[src/rtl/alu_seq.sv]
// alu_seq: handshaked WIDTH-generic ALU with an iterative shift-add multiply,
// registered per-operation NZVC outputs and a persistent, opt-in flag register.
module alu_seq #(
    parameter int WIDTH = 64,
    parameter int CNT_W = $clog2(WIDTH) + 1
) (
    input  logic             clk,
    input  logic             reset,
    input  logic             in_valid,
    output logic             in_ready,
    input  logic [WIDTH-1:0] A,
    input  logic [WIDTH-1:0] B,
    input  logic [2:0]       cntrl,
    input  logic             set_flags,
    output logic             out_valid,
    input  logic             out_ready,
    output logic [WIDTH-1:0] result,
    output logic             negative,
    output logic             zero,
    output logic             overflow,
    output logic             carry_out,
    output logic [3:0]       flags
);

    typedef enum logic [1:0] {
        ST_IDLE = 2'b00,
        ST_MUL  = 2'b01,
        ST_DONE = 2'b10
    } state_t;

    localparam logic [2:0] OP_PASS_B = 3'b000;
    localparam logic [2:0] OP_ZERO   = 3'b001;
    localparam logic [2:0] OP_ADD    = 3'b010;
    localparam logic [2:0] OP_SUB    = 3'b011;
    localparam logic [2:0] OP_AND    = 3'b100;
    localparam logic [2:0] OP_OR     = 3'b101;
    localparam logic [2:0] OP_XOR    = 3'b110;
    localparam logic [2:0] OP_MUL    = 3'b111;

    state_t                 state_r;
    state_t                 state_nxt_s;
    logic                   accept_s;
    logic                   mul_done_s;

    logic                   in_ready_r;
    logic                   out_valid_r;
    logic [WIDTH-1:0]       result_r;
    logic                   negative_r;
    logic                   zero_r;
    logic                   overflow_r;
    logic                   carry_r;
    logic [3:0]             flags_r;

    logic [2*WIDTH-1:0]     mcand_r;
    logic [WIDTH-1:0]       mplier_r;
    logic [2*WIDTH-1:0]     acc_r;
    logic [CNT_W-1:0]       cnt_r;
    logic                   set_flags_r;

    logic                   sub_s;
    logic [WIDTH-1:0]       b_op_s;
    logic [WIDTH:0]         sum_s;
    logic [WIDTH-1:0]       op_res_s;
    logic                   op_ovf_s;
    logic                   op_carry_s;

    logic [2*WIDTH-1:0]     acc_sum_s;
    logic [WIDTH-1:0]       mul_res_s;
    logic                   mul_ovf_s;

    assign in_ready  = in_ready_r;
    assign out_valid = out_valid_r;
    assign result    = result_r;
    assign negative  = negative_r;
    assign zero      = zero_r;
    assign overflow  = overflow_r;
    assign carry_out = carry_r;
    assign flags     = flags_r;

    // Control state register.
    always_ff @(posedge clk) begin
        if (reset) begin
            state_r <= ST_IDLE;
        end else begin
            state_r <= state_nxt_s;
        end
    end

    // Next-state decode: accept in IDLE, count out the multiply, hand off in DONE.
    always_comb begin
        state_nxt_s = state_r;
        accept_s    = 1'b0;
        mul_done_s  = 1'b0;
        case (state_r)
            ST_IDLE: begin
                if (in_valid) begin
                    accept_s = 1'b1;
                    if (cntrl == OP_MUL) begin
                        state_nxt_s = ST_MUL;
                    end else begin
                        state_nxt_s = ST_DONE;
                    end
                end else begin
                    state_nxt_s = ST_IDLE;
                end
            end
            ST_MUL: begin
                if (cnt_r == CNT_W'(WIDTH - 1)) begin
                    mul_done_s  = 1'b1;
                    state_nxt_s = ST_DONE;
                end else begin
                    state_nxt_s = ST_MUL;
                end
            end
            ST_DONE: begin
                if (out_ready) begin
                    state_nxt_s = ST_IDLE;
                end else begin
                    state_nxt_s = ST_DONE;
                end
            end
            default: begin
                state_nxt_s = ST_IDLE;
            end
        endcase
    end

    // Handshake outputs registered from the next state so they are glitch-free.
    always_ff @(posedge clk) begin
        if (reset) begin
            in_ready_r  <= 1'b1;
            out_valid_r <= 1'b0;
        end else begin
            in_ready_r  <= (state_nxt_s == ST_IDLE);
            out_valid_r <= (state_nxt_s == ST_DONE);
        end
    end

    // Single-cycle ops; subtraction is A + ~B + 1 so the carry is a "no borrow" flag.
    always_comb begin
        sub_s      = 1'b0;
        b_op_s     = B;
        sum_s      = '0;
        op_res_s   = '0;
        op_ovf_s   = 1'b0;
        op_carry_s = 1'b0;
        if (cntrl == OP_SUB) begin
            sub_s  = 1'b1;
            b_op_s = ~B;
        end else begin
            sub_s  = 1'b0;
            b_op_s = B;
        end
        sum_s = {1'b0, A} + {1'b0, b_op_s} + {{WIDTH{1'b0}}, sub_s};
        case (cntrl)
            OP_PASS_B: op_res_s = B;
            OP_ZERO:   op_res_s = '0;
            OP_ADD, OP_SUB: begin
                op_res_s   = sum_s[WIDTH-1:0];
                op_carry_s = sum_s[WIDTH];
                op_ovf_s   = (A[WIDTH-1] == b_op_s[WIDTH-1]) &
                             (sum_s[WIDTH-1] != A[WIDTH-1]);
            end
            OP_AND:    op_res_s = A & B;
            OP_OR:     op_res_s = A | B;
            OP_XOR:    op_res_s = A ^ B;
            default:   op_res_s = '0;
        endcase
    end

    // One shift-add step; the final step's sum is also the finished product.
    always_comb begin
        if (mplier_r[0]) begin
            acc_sum_s = acc_r + mcand_r;
        end else begin
            acc_sum_s = acc_r;
        end
        mul_res_s = acc_sum_s[WIDTH-1:0];
        mul_ovf_s = |acc_sum_s[2*WIDTH-1:WIDTH];
    end

    // Datapath: operand capture, multiply iteration, result and flag registers.
    always_ff @(posedge clk) begin
        if (reset) begin
            mcand_r     <= '0;
            mplier_r    <= '0;
            acc_r       <= '0;
            cnt_r       <= '0;
            set_flags_r <= 1'b0;
            result_r    <= '0;
            negative_r  <= 1'b0;
            zero_r      <= 1'b0;
            overflow_r  <= 1'b0;
            carry_r     <= 1'b0;
            flags_r     <= 4'b0000;
        end else if (accept_s) begin
            mcand_r     <= {{WIDTH{1'b0}}, A};
            mplier_r    <= B;
            acc_r       <= '0;
            cnt_r       <= '0;
            set_flags_r <= set_flags;
            if (cntrl != OP_MUL) begin
                result_r   <= op_res_s;
                negative_r <= op_res_s[WIDTH-1];
                zero_r     <= (op_res_s == '0);
                overflow_r <= op_ovf_s;
                carry_r    <= op_carry_s;
                if (set_flags) begin
                    flags_r <= {op_res_s[WIDTH-1], (op_res_s == '0), op_ovf_s, op_carry_s};
                end else begin
                    flags_r <= flags_r;
                end
            end else begin
                result_r <= result_r;
            end
        end else if (state_r == ST_MUL) begin
            acc_r    <= acc_sum_s;
            mcand_r  <= mcand_r << 1;
            mplier_r <= mplier_r >> 1;
            cnt_r    <= cnt_r + CNT_W'(1);
            if (mul_done_s) begin
                result_r   <= mul_res_s;
                negative_r <= mul_res_s[WIDTH-1];
                zero_r     <= (mul_res_s == '0);
                overflow_r <= mul_ovf_s;
                carry_r    <= 1'b0;
                if (set_flags_r) begin
                    flags_r <= {mul_res_s[WIDTH-1], (mul_res_s == '0), mul_ovf_s, 1'b0};
                end else begin
                    flags_r <= flags_r;
                end
            end else begin
                result_r <= result_r;
            end
        end else begin
            result_r <= result_r;
        end
    end

endmodule

[config.mk]
export PLATFORM = sky130hd
export DESIGN_NAME = alu_seq
export DESIGN_NICKNAME = d
export VERILOG_FILES = /design/src/rtl/alu_seq.sv
export SDC_FILE = /design/constraint.sdc
export NUM_CORES = 2
export LEC_CHECK = 0
export ABC_CLOCK_PERIOD_IN_PS = 10500
export BUFFER_PORTS_ARGS = -buffer_cell sky130_fd_sc_hd__buf_4
export CAP_MARGIN = 20
export CORE_MARGIN = 3
export CORE_UTILIZATION = 45
export CTS_BUF_LIST = sky130_fd_sc_hd__clkbuf_4 sky130_fd_sc_hd__clkbuf_8
export CTS_CLUSTER_DIAMETER = 80
export CTS_CLUSTER_SIZE = 8
export DETAILED_ROUTE_END_ITERATION = 10
export PLACE_DENSITY_LB_ADDON = 0.1
export SETUP_SLACK_MARGIN = 0.5
export SYNTH_ARGS = -nofsm -noshare
export SYNTH_HDL_FRONTEND = slang
export SYNTH_SLANG_ARGS = --single-unit
[constraint.sdc]
create_clock -name clk -period 10.5 [get_ports clk]
set_clock_uncertainty 0.1 [all_clocks]
set_input_delay 2.1 -clock clk [delete_from_list [all_inputs] [get_ports clk]]
set_output_delay 2.1 -clock clk [all_outputs]
set_load 0.01 [all_outputs]
==> metrics.csv <==
stage,metric,value,unit
critical_path,r2r_start,mcand_r[0],
clocking,insertion_delay,0.74,ns
timing,setup_slack,2.67,ns
finish,nets,5338,
global_route,grt_overflow_total,0,
clocking,hold_buffers,0,
worst_hold_path,holdPathStages,2,
finish,stdcell_count,5908,
timing,min_period,7.83,ns
clocking,cts_post_setup_buffers_inserted,0,
timing,tightest_slew,1.23,ns
timing,setup_viol,0,
route,drt_iter0_drc,3072,
global_route,globalRouteMet3Util,3.89,%
outcome,outcome,"finished, final reports clean",
timing,rsz0062_at_grt,no,
timing,maxSlewHeadroom,17.2,%
place,preCtsSetupSlack,2.04,ns
logic_synthesis,ys_warn_count,0,
die,start_util,45.7,%
logic_synthesis,yosys.cell_types.count,95,
route,wl_per_cell,24.5,um
timing,hold_viol,0,
die,core_area,76500,um^2
global_route,grt_pass1_vias,34600,
clocking,cts-root-buf,clkbuf_8,
clocking,clockBufferDepth,3,
route,postRouteWirelength,145000,um
logic_synthesis,netlist_area,35000,um^2
global_route,use_met1,45.1,%
clocking,clock_sink_count,403,
clocking,clkTransAtPathRegs,0.07,ns
die,ioPinCount,210,
die,die_area,81000,um^2
timing,fin_crit_sh,74.6,%
finish,final_cell_mix,"622 x a21oi_1, 569 x nand2_1, 540 x nor2_1, 400 x dfxtp_1, 334 x ha_1",
die,fp-row-count,101,
place,routabilityCongestion,1.01,
logic_synthesis,synthTopCellsByArea,"dfxtp_1 23%, ha_1 12%, a21oi_1 8.9%",
logic_synthesis,syn-instance-count,4885,
logic_synthesis,ys_seq_area_share,23.1,%
place,placed_cells,5835,
route,dr.pass1.iters,5,
logic_synthesis,syn-mean-instance-area,7.15,um^2
finish,layout-area-overhead-vs-synth,8.55,%
global_route,grt_antenna_before_repair,4,
critical_path,rr_worst_depth,18,
worst_hold_path,whs_endpoint,result[47],
die,die_h,285,um
logic_synthesis,synth_top_flop_cell,dfxtp_1,
route,num_vias,36500,
pwr,leakage,15.1,nW
route,antenna_left,0,
critical_path,r2r-end,flags[1],
place,io_buffers,209,
place,dp_hpwl,114000,um
route,viasPerCell,6.18,
global_route,busiest_layer,met2,
run,max-cap-violations,0,
logic_synthesis,syn_nets,5357,
critical_path,critPathRequiredTime,11.00,ns
clocking,cts_tree,built,
clocking,cts_resized,0,
timing,final_max_slew_viol_count,0,
worst_hold_path,hold_class,register to register,
clocking,ctsHtreeMaxLevel,2,
critical_path,r2r_slack,3.65,ns
critical_path,cp-end-kind,register,
logic_synthesis,synth_edf_count,0,
critical_path,arrival,8.33,ns
logic_synthesis,ys_seq_elements,403,
pwr,ir_drop,0.0000872,V
timing,finalSetupTns,0,ns
die,die_w,285,um
pwr,p_per_area,108,nW/um^2
worst_hold_path,min-delay-start,result[47],
critical_path,path_max_fanout,58,
timing,whs,0.354,ns
clocking,cts_buffers,59,
global_route,grt_use_total,34.2,%
logic_synthesis,async_reset_ff_share,0,%
global_route,grt_max_degree,202,
global_route,met2_usage,55.1,%
route,drc,0,
logic_synthesis,yosysTopAreaCell,dfxtp_1,
critical_path,critPathKind,primary input to register,
finish,final_common_cell,a21oi_1,
finish,drive_gt1_share,8.10,%
critical_path,worst_setup_path_start_kind,primary input,
timing,fmax,128,MHz
logic_synthesis,synth_top_area_share,23.1,%
global_route,grt_pass1_wl,217000,um
## power breakdown
group / switching, mW / internal [mW]
sequential: 0.0532 / 1.60
combinational: 0.809 / 0.441
clock: 0.659 / 0.546
total: 1.52 / 2.59
## cells by family after synthesis
kind of cell | count (synthesis) | share of synthesized area [%]
compound gates | 1629 | 29.8
xor+xnor | 249 | 6.24
fa+ha+maj | 336 | 12.1
buf+inv | 642 | 6.98
flops | 403 | 23.1
mux | 80 | 2.33
simple gates | 1546 | 19.5
## state kept, by name, summed over array words and instances, names as in the netlist
register	count
set_flags_r	1
cnt_r	7
out_valid	1
carry_out	1
mplier_r	64
zero	1
overflow	1
flags	4
state_r	2
acc_r	128
result	64
mcand_r	128
in_ready	1
## cells in the mapped netlist (11+ instances only)
master	number
a211oi_1	176
a21o_1	69
a21oi_1	622
a221oi_1	73
a22oi_1	49
a31oi_1	33
and3_1	21
buf_1	34
buf_2	18
clkbuf_1	273
dfxtp_1	403
ha_1	334
inv_1	312
mux2i_1	70
nand2_1	573
nand2b_1	27
nand3_1	51
nand4_1	131
nor2_1	544
nor2b_1	18
nor3_1	75
nor4_1	32
o211ai_1	82
o21a_1	32
o21ai_0	209
o21ai_1	11
o21bai_1	42
o22ai_1	79
o31a_1	11
o31ai_1	19
or3_1	22
xnor2_1	174
xor2_1	75
## worst max path at each step
stage	depth (start not counted)	start	slack [ns]	endpoint
finish	22	cntrl[1]	2.67	flags[2]
CTS	22	cntrl[1]	2.78	flags[2]
floorplan	25	cntrl[2]	2.39	flags[2]
detailed placement	22	cntrl[1]	2.04	flags[2]
global placement	21	cntrl[1]	2.16	flags[2]
global route	22	cntrl[1]	2.41	zero
## worst max-delay path, stage by stage
cell and delay [ns]:
buf_4 0.29, clkinv_1 0.39, nor2_4 0.23, nand2_4 0.10, buf_4 0.39, xnor2_1 0.25, ha_1 0.42, nand4_1 0.17
a21oi_1 0.07, a21oi_1 0.26, nand3b_1 0.27, nand4_1 0.23, nand2_1 0.18, o21ai_0 0.35, xor2_1 0.19, o211ai_1 0.17
a2111oi_0 0.91, nor4b_1 0.36, nand4_1 0.17, nor4_1 0.32, nand4_1 0.18, a311oi_1 0.28
## through the flow
| step | util [%] | total power, mW | cell area [um^2] |
|---|---|---|---|
| after CTS | 49.6 | 4.12 | 37900 |
| after global routing | 49.6 | 4.31 | 37900 |
| after detailed placement | 48.4 | 2.91 | 37000 |
| after floorplan | - | 2.49 | 35000 |
| after global placement | 48.4 | 2.91 | 37000 |
| final | 49.6 | 4.11 | 37900 |
## metal layers
metal  wire [um]  part of all wire (%)  vias to the layer above
li1            -                     -                    17500
met1       63400                    44                    17400
met2       65300                    45                     1256
met3        7690                   5.3                      331
met4        8570                   5.9                        4
met5          28                 0.019                        -
## area by class of cell
cell class                 count  area (um^2)
fill                        7937        38500
multi-input combinational   3840        24600
timing repair buffer         249         1900
tap                         1030         1290
clock inverter                 8         95.1
antenna                        2         5.00
sequential                   403         8070
inverter                     313         1170
clock buffer                  63          842
No activity file was read; power rests on OpenSTA's default activity.
